<file path="src/rtl/minesweeper_pkg.sv">
// Shared types and constants for the minesweeper board datapath.
//   cell_state_t : per-cell display state (HIDDEN / FLAGGED / REVEALED)
//   dir_t        : cursor move direction encoding
//   ctrl_state_t : board controller states
//   LFSR_ALT_SEED: value loaded instead of an all-zero seed (the LFSR would lock up at 0)
//   lfsr_feedback: feedback bit of the 16-bit Fibonacci LFSR, taps 16,14,13,11
package minesweeper_pkg;

  typedef enum logic [1:0] {
    HIDDEN   = 2'b00,
    FLAGGED  = 2'b01,
    REVEALED = 2'b10
  } cell_state_t;

  typedef enum logic [1:0] {
    UP    = 2'b00,
    DOWN  = 2'b01,
    LEFT  = 2'b10,
    RIGHT = 2'b11
  } dir_t;

  typedef enum logic [1:0] {
    IDLE  = 2'b00,
    INIT  = 2'b01,
    READY = 2'b10
  } ctrl_state_t;

  localparam logic [15:0] LFSR_ALT_SEED = 16'hACE1;

  // Taps 16,14,13,11 map to bits 15,13,12,10 of a left-shifting register.
  function automatic logic lfsr_feedback(input logic [15:0] v);
    return v[15] ^ v[13] ^ v[12] ^ v[10];
  endfunction

endpackage

</file>
<file path="src/rtl/mine_lfsr16.sv">
// 16-bit Fibonacci LFSR used to scatter mines while the board is seeded.
// Ports:
//   clk, rst (async, active-low)
//   load  : load seed (an all-zero seed is replaced by LFSR_ALT_SEED)
//   seed  : seed value sampled when load is high
//   step  : advance one position (shift left, feedback into bit 0)
//   q     : current register contents
// load has priority over step.
module mine_lfsr16
  import minesweeper_pkg::*;
(
  input  logic        clk,
  input  logic        rst,
  input  logic        load,
  input  logic [15:0] seed,
  input  logic        step,
  output logic [15:0] q
);

  logic [15:0] q_q;
  logic [15:0] q_d;

  // Next-state selection: load, step or hold.
  always_comb begin
    q_d = q_q;
    if (load) begin
      if (seed == 16'h0000) begin
        q_d = LFSR_ALT_SEED;
      end else begin
        q_d = seed;
      end
    end else if (step) begin
      q_d = {q_q[14:0], lfsr_feedback(q_q)};
    end else begin
      q_d = q_q;
    end
  end

  // Shift register storage.
  always_ff @(posedge clk or negedge rst) begin
    if (!rst) begin
      q_q <= LFSR_ALT_SEED;
    end else begin
      q_q <= q_d;
    end
  end

  assign q = q_q;

endmodule

</file>
<file path="src/rtl/board_cell_store.sv">
// Board storage and command executor sitting behind the game-control FSM.
// Holds the per-cell state and mine map, seeds the board one cell per cycle
// after start, moves the cursor and applies flag/clear commands, and reports
// the cursor cell back to the FSM. A separate read port serves the display.
//
// Ports:
//   clk, rst (async, active-low)
//   start, seed             : begin seeding; seed sampled with start
//   cmd_move, move_dir      : cursor move (00 up, 01 down, 10 left, 11 right)
//   cmd_flag, cmd_clear     : toggle flag / reveal the cursor cell
//   rd_row, rd_col          : display read address
//   init_busy               : seeding in progress
//   ultima_casilla          : high in the cycle the last cell is seeded
//   cur_row, cur_col        : cursor position
//   hay_bomba, hay_bandera  : cursor cell is a mine / is flagged
//   rd_state, rd_mine       : cell at the read address (HIDDEN/0 when out of range)
//   revealed_cnt            : number of revealed cells, saturating at 255
//   cmd_done                : one-cycle pulse the cycle after an accepted command
//   adj_count               : mines around the cursor
//
// Build option: define BOARD_ADJ_COUNT_EN to compute adj_count from the
// in-range 8-neighbourhood of the cursor; otherwise adj_count is 0 and no
// neighbour logic exists. The port list is the same in both builds.
module board_cell_store
  import minesweeper_pkg::*;
#(
  parameter int ROWS    = 8,
  parameter int COLS    = 8,
  parameter int DENSITY = 2
) (
  input  logic        clk,
  input  logic        rst,
  input  logic        start,
  input  logic [15:0] seed,
  input  logic        cmd_move,
  input  logic [1:0]  move_dir,
  input  logic        cmd_flag,
  input  logic        cmd_clear,
  input  logic [3:0]  rd_row,
  input  logic [3:0]  rd_col,
  output logic        init_busy,
  output logic        ultima_casilla,
  output logic [3:0]  cur_row,
  output logic [3:0]  cur_col,
  output logic        hay_bomba,
  output logic        hay_bandera,
  output logic [1:0]  rd_state,
  output logic        rd_mine,
  output logic [7:0]  revealed_cnt,
  output logic        cmd_done,
  output logic [3:0]  adj_count
);

  localparam int NCELLS = ROWS * COLS;
  localparam int IW     = $clog2(NCELLS);
  localparam logic [IW-1:0] LAST_IDX = IW'(NCELLS - 1);

  // Row-major cell index.
  function automatic logic [IW-1:0] cell_idx(input logic [3:0] r, input logic [3:0] c);
    return IW'(int'(r) * COLS + int'(c));
  endfunction

  ctrl_state_t     state_q, state_d;
  logic [IW-1:0]   idx_q, idx_d;
  cell_state_t     cell_q [NCELLS];
  cell_state_t     cell_d [NCELLS];
  logic [NCELLS-1:0] mine_q, mine_d;
  logic [3:0]      cur_row_q, cur_row_d;
  logic [3:0]      cur_col_q, cur_col_d;
  logic [7:0]      revealed_q, revealed_d;
  logic            cmd_done_q, cmd_done_d;

  logic            lfsr_load_s;
  logic            lfsr_step_s;
  logic [15:0]     lfsr_s;
  logic            lfsr_mine_s;
  logic            lfsr_unused_s;
  logic [IW-1:0]   cur_idx_s;
  logic [IW-1:0]   rd_idx_s;

  mine_lfsr16 u_lfsr (
    .clk  (clk),
    .rst  (rst),
    .load (lfsr_load_s),
    .seed (seed),
    .step (lfsr_step_s),
    .q    (lfsr_s)
  );

  // Only the low nibble decides mine placement.
  assign lfsr_mine_s   = (int'(lfsr_s[3:0]) < DENSITY);
  assign lfsr_unused_s = ^lfsr_s[15:4];
  assign cur_idx_s     = cell_idx(cur_row_q, cur_col_q);
  assign rd_idx_s      = cell_idx(rd_row, rd_col);

  // Controller next state: start always (re)enters INIT; commands only act in READY.
  always_comb begin
    state_d     = state_q;
    idx_d       = idx_q;
    cell_d      = cell_q;
    mine_d      = mine_q;
    cur_row_d   = cur_row_q;
    cur_col_d   = cur_col_q;
    revealed_d  = revealed_q;
    cmd_done_d  = 1'b0;
    lfsr_load_s = 1'b0;
    lfsr_step_s = 1'b0;
    if (start) begin
      state_d     = INIT;
      idx_d       = {IW{1'b0}};
      cur_row_d   = 4'd0;
      cur_col_d   = 4'd0;
      revealed_d  = 8'd0;
      lfsr_load_s = 1'b1;
    end else begin
      case (state_q)
        IDLE: begin
          state_d = IDLE;
        end
        INIT: begin
          cell_d[idx_q] = HIDDEN;
          mine_d[idx_q] = lfsr_mine_s;
          lfsr_step_s   = 1'b1;
          if (idx_q == LAST_IDX) begin
            state_d = READY;
            idx_d   = {IW{1'b0}};
          end else begin
            idx_d = idx_q + IW'(1);
          end
        end
        READY: begin
          if (cmd_move) begin
            cmd_done_d = 1'b1;
            // Moves saturate at the board edges.
            case (dir_t'(move_dir))
              UP: begin
                if (cur_row_q != 4'd0) cur_row_d = cur_row_q - 4'd1;
                else                   cur_row_d = cur_row_q;
              end
              DOWN: begin
                if (cur_row_q != 4'(ROWS - 1)) cur_row_d = cur_row_q + 4'd1;
                else                            cur_row_d = cur_row_q;
              end
              LEFT: begin
                if (cur_col_q != 4'd0) cur_col_d = cur_col_q - 4'd1;
                else                   cur_col_d = cur_col_q;
              end
              RIGHT: begin
                if (cur_col_q != 4'(COLS - 1)) cur_col_d = cur_col_q + 4'd1;
                else                            cur_col_d = cur_col_q;
              end
              default: begin
                cur_row_d = cur_row_q;
                cur_col_d = cur_col_q;
              end
            endcase
          end else if (cmd_flag) begin
            cmd_done_d = 1'b1;
            case (cell_q[cur_idx_s])
              HIDDEN:  cell_d[cur_idx_s] = FLAGGED;
              FLAGGED: cell_d[cur_idx_s] = HIDDEN;
              default: cell_d[cur_idx_s] = cell_q[cur_idx_s];
            endcase
          end else if (cmd_clear) begin
            cmd_done_d = 1'b1;
            if (cell_q[cur_idx_s] == HIDDEN) begin
              cell_d[cur_idx_s] = REVEALED;
              if (revealed_q != 8'hFF) revealed_d = revealed_q + 8'd1;
              else                     revealed_d = revealed_q;
            end else begin
              cell_d[cur_idx_s] = cell_q[cur_idx_s];
            end
          end else begin
            cmd_done_d = 1'b0;
          end
        end
        default: begin
          state_d = IDLE;
        end
      endcase
    end
  end

  // State, board storage and cursor registers.
  always_ff @(posedge clk or negedge rst) begin
    if (!rst) begin
      state_q    <= IDLE;
      idx_q      <= {IW{1'b0}};
      mine_q     <= {NCELLS{1'b0}};
      cur_row_q  <= 4'd0;
      cur_col_q  <= 4'd0;
      revealed_q <= 8'd0;
      cmd_done_q <= 1'b0;
      for (int i = 0; i < NCELLS; i++) begin
        cell_q[i] <= HIDDEN;
      end
    end else begin
      state_q    <= state_d;
      idx_q      <= idx_d;
      mine_q     <= mine_d;
      cur_row_q  <= cur_row_d;
      cur_col_q  <= cur_col_d;
      revealed_q <= revealed_d;
      cmd_done_q <= cmd_done_d;
      cell_q     <= cell_d;
    end
  end

  // Display read port; out-of-range addresses read as an empty hidden cell.
  always_comb begin
    rd_state = HIDDEN;
    rd_mine  = 1'b0;
    if ((int'(rd_row) < ROWS) && (int'(rd_col) < COLS)) begin
      rd_state = cell_q[rd_idx_s];
      rd_mine  = mine_q[rd_idx_s];
    end else begin
      rd_state = HIDDEN;
      rd_mine  = 1'b0;
    end
  end

`ifdef BOARD_ADJ_COUNT_EN
  logic [3:0] adj_s;

  // Count mines in the in-range neighbours of the cursor.
  always_comb begin
    adj_s = 4'd0;
    for (int dr = -1; dr <= 1; dr++) begin
      for (int dc = -1; dc <= 1; dc++) begin
        if (((dr != 0) || (dc != 0)) &&
            (int'(cur_row_q) + dr >= 0) && (int'(cur_row_q) + dr < ROWS) &&
            (int'(cur_col_q) + dc >= 0) && (int'(cur_col_q) + dc < COLS)) begin
          adj_s = adj_s + {3'b000,
                  mine_q[IW'((int'(cur_row_q) + dr) * COLS + int'(cur_col_q) + dc)]};
        end else begin
          adj_s = adj_s;
        end
      end
    end
  end

  assign adj_count = adj_s;
`else
  assign adj_count = 4'd0;
`endif

  assign init_busy      = (state_q == INIT);
  assign ultima_casilla = (state_q == INIT) && (idx_q == LAST_IDX) && !start;
  assign cur_row        = cur_row_q;
  assign cur_col        = cur_col_q;
  assign hay_bomba      = mine_q[cur_idx_s];
  assign hay_bandera    = (cell_q[cur_idx_s] == FLAGGED);
  assign revealed_cnt   = revealed_q;
  assign cmd_done       = cmd_done_q;

endmodule
</file>
<file path="config.mk">
export PLATFORM = sky130hd
export DESIGN_NAME = board_cell_store
export DESIGN_NICKNAME = d
export VERILOG_FILES = /design/src/rtl/minesweeper_pkg.sv /design/src/rtl/mine_lfsr16.sv /design/src/rtl/board_cell_store.sv
export SDC_FILE = /design/constraint.sdc
export NUM_CORES = 1
export LEC_CHECK = 0
export CORE_UTILIZATION = 45
export DETAILED_ROUTE_END_ITERATION = 10
export PLACE_DENSITY_LB_ADDON = 0.1
export SYNTH_ARGS = -nofsm -noshare
export SYNTH_HDL_FRONTEND = slang
export SYNTH_SLANG_ARGS = --single-unit
</file>
<file path="constraint.sdc">
create_clock -name clk -period 3.6 [get_ports clk]
set_clock_uncertainty 0.2 [all_clocks]
set_input_delay 0.72 -clock clk [delete_from_list [all_inputs] [get_ports clk]]
set_output_delay 0.72 -clock clk [all_outputs]
set_load 0.01 [all_outputs]
</file>
==> results.md <==
- Cell variety after synth: 74
- Setup crit start kind: input port
- Slew headroom: 0.213
- H-tree Lvls: 1
- Overall power: between 6 and 7 mW
- I/O pin count: 60
- Dominant synthesized flop cell: dfrtp_1
- Crit share post-route: 1.07
- Detailed Route WL: roughly 57000 um
- Maxcap violations: 0
- Number of flops mapped to enable cells by yosys: 0
- Area grow syn2layout: 21.8%
- #FFs+latches synth: between 200 and 250
- CP Buf/Inv Count: 4
- Placer Congestion: approximately 1
- Fillcell total: a little under 3000
- Final core utilization: 0.559
- Initial antenna violation count: 2
- Clock root buffer: clkbuf_16
- Drt via density: 6.44
- Post-synth design cell area: 0.0150 mm2
- Height of the die: between 150 and 200 um
- Worst R2R Setup Slack: roughly 0.23 ns
- Grt ovf: 0
- Largest net degree at the start of global routing: 85
- Final Instance Area: around 0.018 mm2
- Leak: roughly 7.6 nW
- Drc violations: 0
- CP Capture Point: rd_state[1]
- # diodes: 0
- Worst path top cell family by delay: multiplexers
- Failing checks: negative setup slack
- Register area: a little under 0.006 mm2
- HP Class: register to register
- DR iter-0 viols: around 1300
- Final min period: just under 4 ns
- Final #Nets: approximately 1700
- Seq/Total Area, Yosys: 0.390
- Die W: between 150 and 200 um
- Share of layout cells above drive strength 1: 0.270
- Reg clk slew, reported paths: 0.06 ns
- Synth Warn #: 0
- PortBufs: 55
- Syn Area/Cell: between 9 and 10 um2
- DR vias: roughly 13000
- Clk sinks: ~230
- Worst Path Max Fanout: 6
- Clock tree buffer depth: 3
- Number of global-route vias before repair: 13200
- Worst slew pin tran: between 1 and 1.5 ns
- Outcome: finished, violations left
- Cells after Synth: ~1500
- R2R depth: 11
- CTS tree: yes
- Setup crit start: rd_col[0]
- Final Hold Viols: 0
- Total track usage: 0.345
- Worst path cell trace: buf_16 > buf_12 > buf_12 > mux4_2 > mux4_2 > mux4_2 > nor3b_1 > buf_2
- Die area: 0.0340 mm2
- Fin. max-slew vios: 0
- Critical Path Stages: 8
- Row Count: 66
- Area of the multi-input gates: ~0.0084 mm2
- Slowest-stage cell, CP: mux4_2
- Setup CP Type: input port to output port
- Initial core utilization: 0.459
- First-pass GRT wire length: just under 90000 um
- DP Area: 0.0169 mm2
- CP max stage delay: about 0.53 ns
- Reg-to-reg endpoint: cell_q[6]
- Detailed Routing Iterations Pass 1: 5
- Clk_lat worst skew: around 0.58 ns
- Post-route ant nets: 0
- WL/cell: about 27 um
- P per Cell Area: ~360 mW/mm2
- Total CTS buffers: 27
- CP required: 2.68 ns
- DP HPWL: 40100 um
- Async SR Flop Fraction: 1.00
- Fmax: 259 MHz
- Core area: between 0.03 and 0.04 mm2
- Setup violators final: 5
- RR Startpoint: cur_col[1]
- Crit. End Element: output port
- Worst Hold Slack: approximately 0.32 ns
- RSZ-0062 raised after global routing: yes
- Worst vdd ir: 357 uV
- Crit-path most repeated cell: mux4_2
- Setup ws final: -0.261 ns
- Critical Path AT: 2.94 ns
-- layout make-up --
| type | count | area share |
|---|---|---|
| Multi-Input combinational cell | 1098 | 0.461 |
| Sequential cell | 233 | 0.321 |
| Timing Repair Buffer | 242 | 0.129 |
| Clock buffer | 36 | 0.0422 |
| Tap cell | 442 | 0.0303 |
| Clock inverter | 14 | 0.0127 |
| Inverter | 14 | 0.00302 |
-- Yosys cell counts (all sizes together) (18+ instances only) --
library cell	number	area [um2]
nand2	198	746
mux2	32	368
nor3	71	360
dfrtp	225	5630
clkbuf	109	409
mux2i	31	310
mux4	68	1530
o21ai	155	776
a21oi	31	155
buf	51	397
a22oi	18	135
nor2	44	173
nand3	18	90.1
and3	69	432
o31ai	190	1720
-- metrics by stage --
stage | setup slack (ns) | instances | TNS [ns]
after floorplan | 0.00669 | 1505 | 0
after CTS | -0.238 | 2077 | -1.00
after global placement | -0.585 | 2013 | -1.77
after global routing | -0.288 | 2079 | -1.32
final | -0.261 | 2079 | -1.08
after detailed placement | -0.601 | 2013 | -1.83
-- worst register-to-register path, stage by stage (launching register included) --
cell      delay (ns)
dfrtp_2         0.48
buf_12          0.18
mux2_4          0.30
a221o_1         0.35
a221o_1         0.31
o211ai_1        0.22
a22o_4          0.24
buf_4           0.15
nand2_2         0.09
xor2_4          0.19
buf_12          0.18
o31ai_1         0.33
-- state kept, by name (all words and copies together) (netlist names), named ones only --
signal / cells
cell_q: 127
mine_q: 64
u_lfsr.q: 16
revealed_cnt: 8
idx_q: 6
cur_col: 4
cur_row: 4
state_q: 2
cmd_done: 1
-- layout by cell type, fill, tap and decap left out, drive strengths merged, types with 36 or more instances in the layout --
master / count
mux4: 68
nor2: 44
dfrtp: 225
and3: 69
clkbuf: 36
o21ai: 155
o31ai: 190
buf: 195
nor3: 71
nand2: 198
clkdlybuf4s50: 46
-- kinds of logic after synthesis --
family,after synthesis,share of synthesized area
DFF,233,0.390
adders and majority gates,15,0.0135
and+or+nand+nor,457,0.146
buffers and inverters,174,0.0573
other,1,0.000251
muxes,131,0.148
AOI/OAI and AO/OA,474,0.233
xor gates and xnor gates,17,0.0117
-- layer usage --
| layer | up-vias | share of wire | GRT usage |
|---|---|---|---|
| met5 | - | 0 | 0 |
| met4 | 0 | 0.050 | 0.159 |
| met3 | 154 | 0.070 | 0.0468 |
| met2 | 607 | 0.47 | 0.554 |
| met1 | 6702 | 0.41 | 0.463 |
| li1 | 5928 | - | - |
-- worst min path at each step --
stage	depth (start not counted)	slack, ns	endpoint	from
after floorplan	0	0.22	async pin	rst
after global placement	2	0.30	cell_q[124]	cell_q[124]
after detailed placement	2	0.30	cell_q[16]	cell_q[16]
after CTS	2	0.32	cell_q[16]	cell_q[16]
after global routing	2	0.35	cell_q[73]	cell_q[73]
final	2	0.32	cell_q[16]	cell_q[16]
-- timing repair --
item                       in CTS  in global routing
setup endpoints to repair       5                 10
hold endpoints to repair       70                  0
hold buffers                    1                  0
pin swaps                       9                  5
setup buffers                   9                  2
gates resized for setup        51                 10
gates cloned                    4                  0
-- power breakdown --
| part | internal, mW | switching [mW] | leakage (nW) |
|---|---|---|---|
| clock | 1.93 | 1.19 | 0.497 |
| sequential | 2.68 | 0.0532 | 3.19 |
| combinational | 0.248 | 0.403 | 3.90 |
(Power assumes the default switching activity.)
